## config.mk

```make
export PLATFORM = sky130hd
export DESIGN_NAME = tick_bcd_counter
export DESIGN_NICKNAME = d
export VERILOG_FILES = /design/src/rtl/tick_bcd_counter.sv
export SDC_FILE = /design/constraint.sdc
export NUM_CORES = 1
export LEC_CHECK = 0
export ABC_AREA = 0
export CAP_MARGIN = 5
export CORE_ASPECT_RATIO = 0.6
export CORE_MARGIN = 1.5
export CORE_UTILIZATION = 40
export CTS_CLUSTER_DIAMETER = 50
export DETAILED_ROUTE_END_ITERATION = 10
export DONT_BUFFER_PORTS = 1
export PLACE_DENSITY = 0.62
export SYNTH_ARGS = -nofsm -noshare
export SYNTH_HDL_FRONTEND = slang
export SYNTH_SLANG_ARGS = --single-unit
```

## constraint.sdc

```tcl
create_clock -name clk -period 6 [get_ports clk]
set_clock_uncertainty 0.2 [all_clocks]
set_input_delay 0.6 -clock clk [delete_from_list [all_inputs] [get_ports clk]]
set_output_delay 0.6 -clock clk [all_outputs]
set_load 0.1 [all_outputs]
```

## src/rtl/tick_bcd_counter.sv

```systemverilog
// Four-digit BCD up/down counter advanced by rising edges of a slow tick input,
// with a time-multiplexed active-low 7-segment display. Everything runs on clk.
module tick_bcd_counter #(
  parameter int REFRESH_W = 16
) (
  input  logic        clk,
  input  logic        rstn,
  input  logic        tick_in,
  input  logic        en,
  input  logic        up_dn,
  input  logic        clr,
  input  logic        load,
  input  logic [15:0] load_val,
  output logic [15:0] count,
  output logic        carry,
  output logic        load_err,
  output logic [6:0]  seg,
  output logic [3:0]  an
);

  // Two flops for metastability, the third only for edge detection.
  logic s1, s2, s3;
  logic tick_evt;

  always_ff @(posedge clk or negedge rstn) begin
    if (!rstn) begin
      s1 <= 1'b0;
      s2 <= 1'b0;
      s3 <= 1'b0;
    end else begin
      s1 <= tick_in;
      s2 <= s1;
      s3 <= s2;
    end
  end

  assign tick_evt = s2 & ~s3;

  logic [15:0] inc_val, dec_val;
  logic        inc_wrap, dec_wrap;
  logic        load_ok;

  // Ripple the carry/borrow through the digits; it survives to the end only on wrap.
  always_comb begin
    inc_val  = count;
    inc_wrap = 1'b1;
    for (int i = 0; i < 4; i++) begin
      if (inc_wrap) begin
        if (count[4*i +: 4] == 4'd9) begin
          inc_val[4*i +: 4] = 4'd0;
        end else begin
          inc_val[4*i +: 4] = count[4*i +: 4] + 4'd1;
          inc_wrap          = 1'b0;
        end
      end
    end
  end

  always_comb begin
    dec_val  = count;
    dec_wrap = 1'b1;
    for (int i = 0; i < 4; i++) begin
      if (dec_wrap) begin
        if (count[4*i +: 4] == 4'd0) begin
          dec_val[4*i +: 4] = 4'd9;
        end else begin
          dec_val[4*i +: 4] = count[4*i +: 4] - 4'd1;
          dec_wrap          = 1'b0;
        end
      end
    end
  end

  assign load_ok = (load_val[3:0]   <= 4'd9) && (load_val[7:4]   <= 4'd9) &&
                   (load_val[11:8]  <= 4'd9) && (load_val[15:12] <= 4'd9);

  // clr beats load beats an enabled tick; losers are dropped, not deferred.
  always_ff @(posedge clk or negedge rstn) begin
    if (!rstn) begin
      count    <= 16'h0000;
      carry    <= 1'b0;
      load_err <= 1'b0;
    end else begin
      carry    <= 1'b0;
      load_err <= 1'b0;
      if (clr) begin
        count <= 16'h0000;
      end else if (load) begin
        if (load_ok) count    <= load_val;
        else         load_err <= 1'b1;
      end else if (en && tick_evt) begin
        if (up_dn) begin
          count <= inc_val;
          carry <= inc_wrap;
        end else begin
          count <= dec_val;
          carry <= dec_wrap;
        end
      end
    end
  end

  logic [REFRESH_W-1:0] refresh;
  logic [1:0]           sel;
  logic [3:0]           digit;

  assign sel = refresh[REFRESH_W-1:REFRESH_W-2];

  always_comb begin
    case (sel)
      2'd0:    digit = count[3:0];
      2'd1:    digit = count[7:4];
      2'd2:    digit = count[11:8];
      default: digit = count[15:12];
    endcase
  end

  function automatic logic [6:0] seg_decode(input logic [3:0] d);
    case (d)
      4'd0:    seg_decode = 7'b1000000;
      4'd1:    seg_decode = 7'b1111001;
      4'd2:    seg_decode = 7'b0100100;
      4'd3:    seg_decode = 7'b0110000;
      4'd4:    seg_decode = 7'b0011001;
      4'd5:    seg_decode = 7'b0010010;
      4'd6:    seg_decode = 7'b0000010;
      4'd7:    seg_decode = 7'b1111000;
      4'd8:    seg_decode = 7'b0000000;
      4'd9:    seg_decode = 7'b0010000;
      default: seg_decode = 7'b1111111;
    endcase
  endfunction

  always_ff @(posedge clk or negedge rstn) begin
    if (!rstn) begin
      refresh <= '0;
      an      <= 4'b1111;
      seg     <= 7'b1111111;
    end else begin
      refresh <= refresh + {{(REFRESH_W-1){1'b0}}, 1'b1};
      an      <= ~(4'b0001 << sel);
      seg     <= seg_decode(digit);
    end
  end

endmodule

```

==> metrics.yaml <==
outcome: "completed"
postSynth.asyncResetShare_pct: 100
syn2layout_area_growth_pct: 11.0
synth_cell_type_count: 62
num_rows: 24
pwr-share-clk_pct: 24.5
ctsRootBufferMaster: "clkbuf_16"
synth_area_leader_cell: "dfrtp_1"
die_area_mm2: 0.00833
p_int_w: 0.000700
clock_latency_ns: 0.29
p_seq_share_pct: 44.2
vias: 2420
max-slew-margin-rel_pct: 22.9
maxCapViolations: 0
ant_nets: 0
synth_ff_type: "dfrtp_1"
synthSimpleGateAreaFrac_pct: 17.1
nets: 365
cts_tree: "yes"
fin_cells: 431
synth-edff-count: 0
startpoint: "count[1]$_DFFE_PN0P_"
synth_area_mm2: 0.00311
r2r-end: "count[4]$_DFFE_PN0P_"
antenna_cells: 0
synth_mux_area_share_pct: 8.29
setup_slack_ns: 2.92
ys_seq_area_share_pct: 39.1
required_ns: 5.97
critPathKind: "register to register"
ctsResizeCount: 0
track_usage_pct: 19.3
r2r_slack_ns: 2.92
finalMaxSlewViolations: 0
rsz0062_at_grt: "false"
grt_pass1_vias: 2295
swShare_pct: 46.1
gp_congestion: 0.841
crit_end: "count[4]$_DFFE_PN0P_"
grt_remaining_overflow: 0
grt_max_degree: 49
start_kind: "register"
switching_power_w: 0.000599
synth_compound_area_share_pct: 18.0
antenna_found_initial: 0
synth_warnings: 0
fmax_mhz: 325
cts_sinks: 48
worst_hold_path_type: "primary input to register"
critical_path_arrival_ns: 3.05
reg2reg_from: "count[1]$_DFFE_PN0P_"
dr.pass1.iters: 5
synth-seq-cells: 48
syn_inst: 323
drive_above_1_share_pct: 15.3
crit_fanout: 6
whs_ns: 0.136
fin_crit_sh_pct: 51.3
power_density_mw_per_mm2: 377
ctsLongestPathBuffers: 2
dieWidth_um: 117
initial_utilization_pct: 42.1
dp.cells: 421
period_needed_ns: 3.08
p_leak_nw: 1.47
synth_top_area_share_pct: 29.8
synth_top_family_by_area: "compound AO/OA/AOI/OAI gates"
synth_adder_area_share_pct: 6.44
finalSetupViolCount: 0
grt_pass1_wl_mm: 12.3
final.setup.tns_ns: 0
die_h_um: 71.3
tightestPinTransition_ns: 1.16
ys_top_cells_by_count: "dfrtp_1 (37), nand2_1 (24), a21oi_1 (22)"
synth.area.top_cells: "dfrtp_1 (30%), dfstp_2 (9.3%), ha_1 (6.4%)"
yosysMostFrequentCell: "dfrtp_1"
syn-num-nets: 362
design.core.area_mm2: 0.00739
hold_viol_final: 0
drcViolationCount: 0
power_w: 0.00130
portBuffers: 0
drtIter0Drc: 204
synth_area_per_cell_um2: 9.62
numCtsBuffers: 5
h-tree-depth: 2
worstSetupEndpointType: "register"
hpwlAfterDp_mm: 5.51
clk_pin_slew_ns: 0.06
boundaryPins: 52
routedWlPerCell_um: 17.5
drt_wl_total_mm: 7.53
via_per_inst: 5.61
worst_r2r_path_depth: 6
post-place-ws_ns: 2.96
synth_xor_xnor_area_share_pct: 5.92
power_frac_comb_pct: 31.3
vdd_drop_max_uv: 161
repair_timing:
| item | in CTS | in global routing |
|---|---|---|
| setup endpoints to repair | 0 | 0 |
| buffers inserted | 0 | 0 |
| hold buffers | 2 | 0 |
| endpoints found under the hold margin | 48 | 0 |
cells by family (layout without fill, tap and decap cells):
group           after synthesis  after routing
fa+ha+maj                    16             16
mux                          19             19
xor+xnor                     21             21
compound gates               83             83
buf+inv                      40             44
flops                        48             48
simple gates                 96             96
placed cells by master, fill, tap and decap left out, drive strengths merged, types with 5 or more instances in the layout:
master / instances
nand2b: 9
inv: 22
nor2b: 5
clkbuf: 5
nor3: 5
mux2i: 7
a31oi: 6
a21oi: 23
o21ai: 18
dfrtp: 37
xnor2: 12
nand2: 24
dfstp: 11
mux2: 8
nand3: 11
ha: 16
xor2: 9
nor2: 17
buf: 12
critical path: stages (launching register included):
cell	delay (ns)
dfrtp_1	0.79
inv_1	0.31
ha_1	0.25
or4b_4	0.53
o211a_2	0.18
a211oi_4	0.33
mux2_1	0.36
power groups by stage:
| stage | Sequential [W] | Clock (W) | Combinational (W) |
|---|---|---|---|
| 6_report | 0.000574 | 0.000318 | 0.000407 |
| 5_1_grt | 0.000580 | 0.000340 | 0.000439 |
| 4_1_cts | 0.000573 | 0.000327 | 0.000404 |
| 3_5_place_dp | 0.000579 | 0 | 0.000392 |
| 3_3_place_gp | 0.000579 | 0 | 0.000388 |
| 2_1_floorplan | 0.000672 | 0 | 0.000221 |
area by class of cell:
type / count / area [µm²]
Multi-Input combinational cell: 235 / 1730
Tap cell: 104 / 130
Clock inverter: 3 / 42.5
Sequential cell: 48 / 1210
Clock buffer: 5 / 125
Fill cell: 704 / 3940
Timing Repair Buffer: 13 / 120
Inverter: 23 / 86.3
how the worst min path moves through the flow:
| stage | slack (ns) | endpoint | depth (start not counted) | startpoint |
|---|---|---|---|---|
| 2_1_floorplan | 0.10 | carry$_DFF_PN0_ | 0 | rstn |
| 3_3_place_gp | 0.11 | count[7]$_DFFE_PN0P_ | 0 | rstn |
| 3_5_place_dp | 0.11 | refresh[12]$_DFF_PN0_ | 0 | rstn |
| 4_1_cts | 0.13 | s1$_DFF_PN0_ | 0 | tick_in |
| 5_1_grt | 0.12 | s1$_DFF_PN0_ | 0 | tick_in |
| 6_report | 0.14 | s1$_DFF_PN0_ | 0 | tick_in |
per-stage QoR:
step	area (µm²)	util, %
final	3450	46.7
after global routing	3450	46.7
after CTS	3450	46.7
after detailed placement	3250	43.9
after global placement	3250	43.9
after floorplan	3110	-
layer usage:
layer / vias to the layer above / global-route usage (%) / part of all wire, %
met5: - / 0 / 0
met4: 0 / 5.35 / 1.5
met3: 10 / 4.31 / 8.5
met2: 113 / 26.0 / 40
met1: 1140 / 30.5 / 50
li1: 1157 / - / -
flip-flops by register name, summed over array words and instances (netlist names):
signal	flops
s2	1
carry	1
seg	7
count	16
load_err	1
s1	1
an	4
refresh	16
s3	1
(Power assumes the default switching activity.)
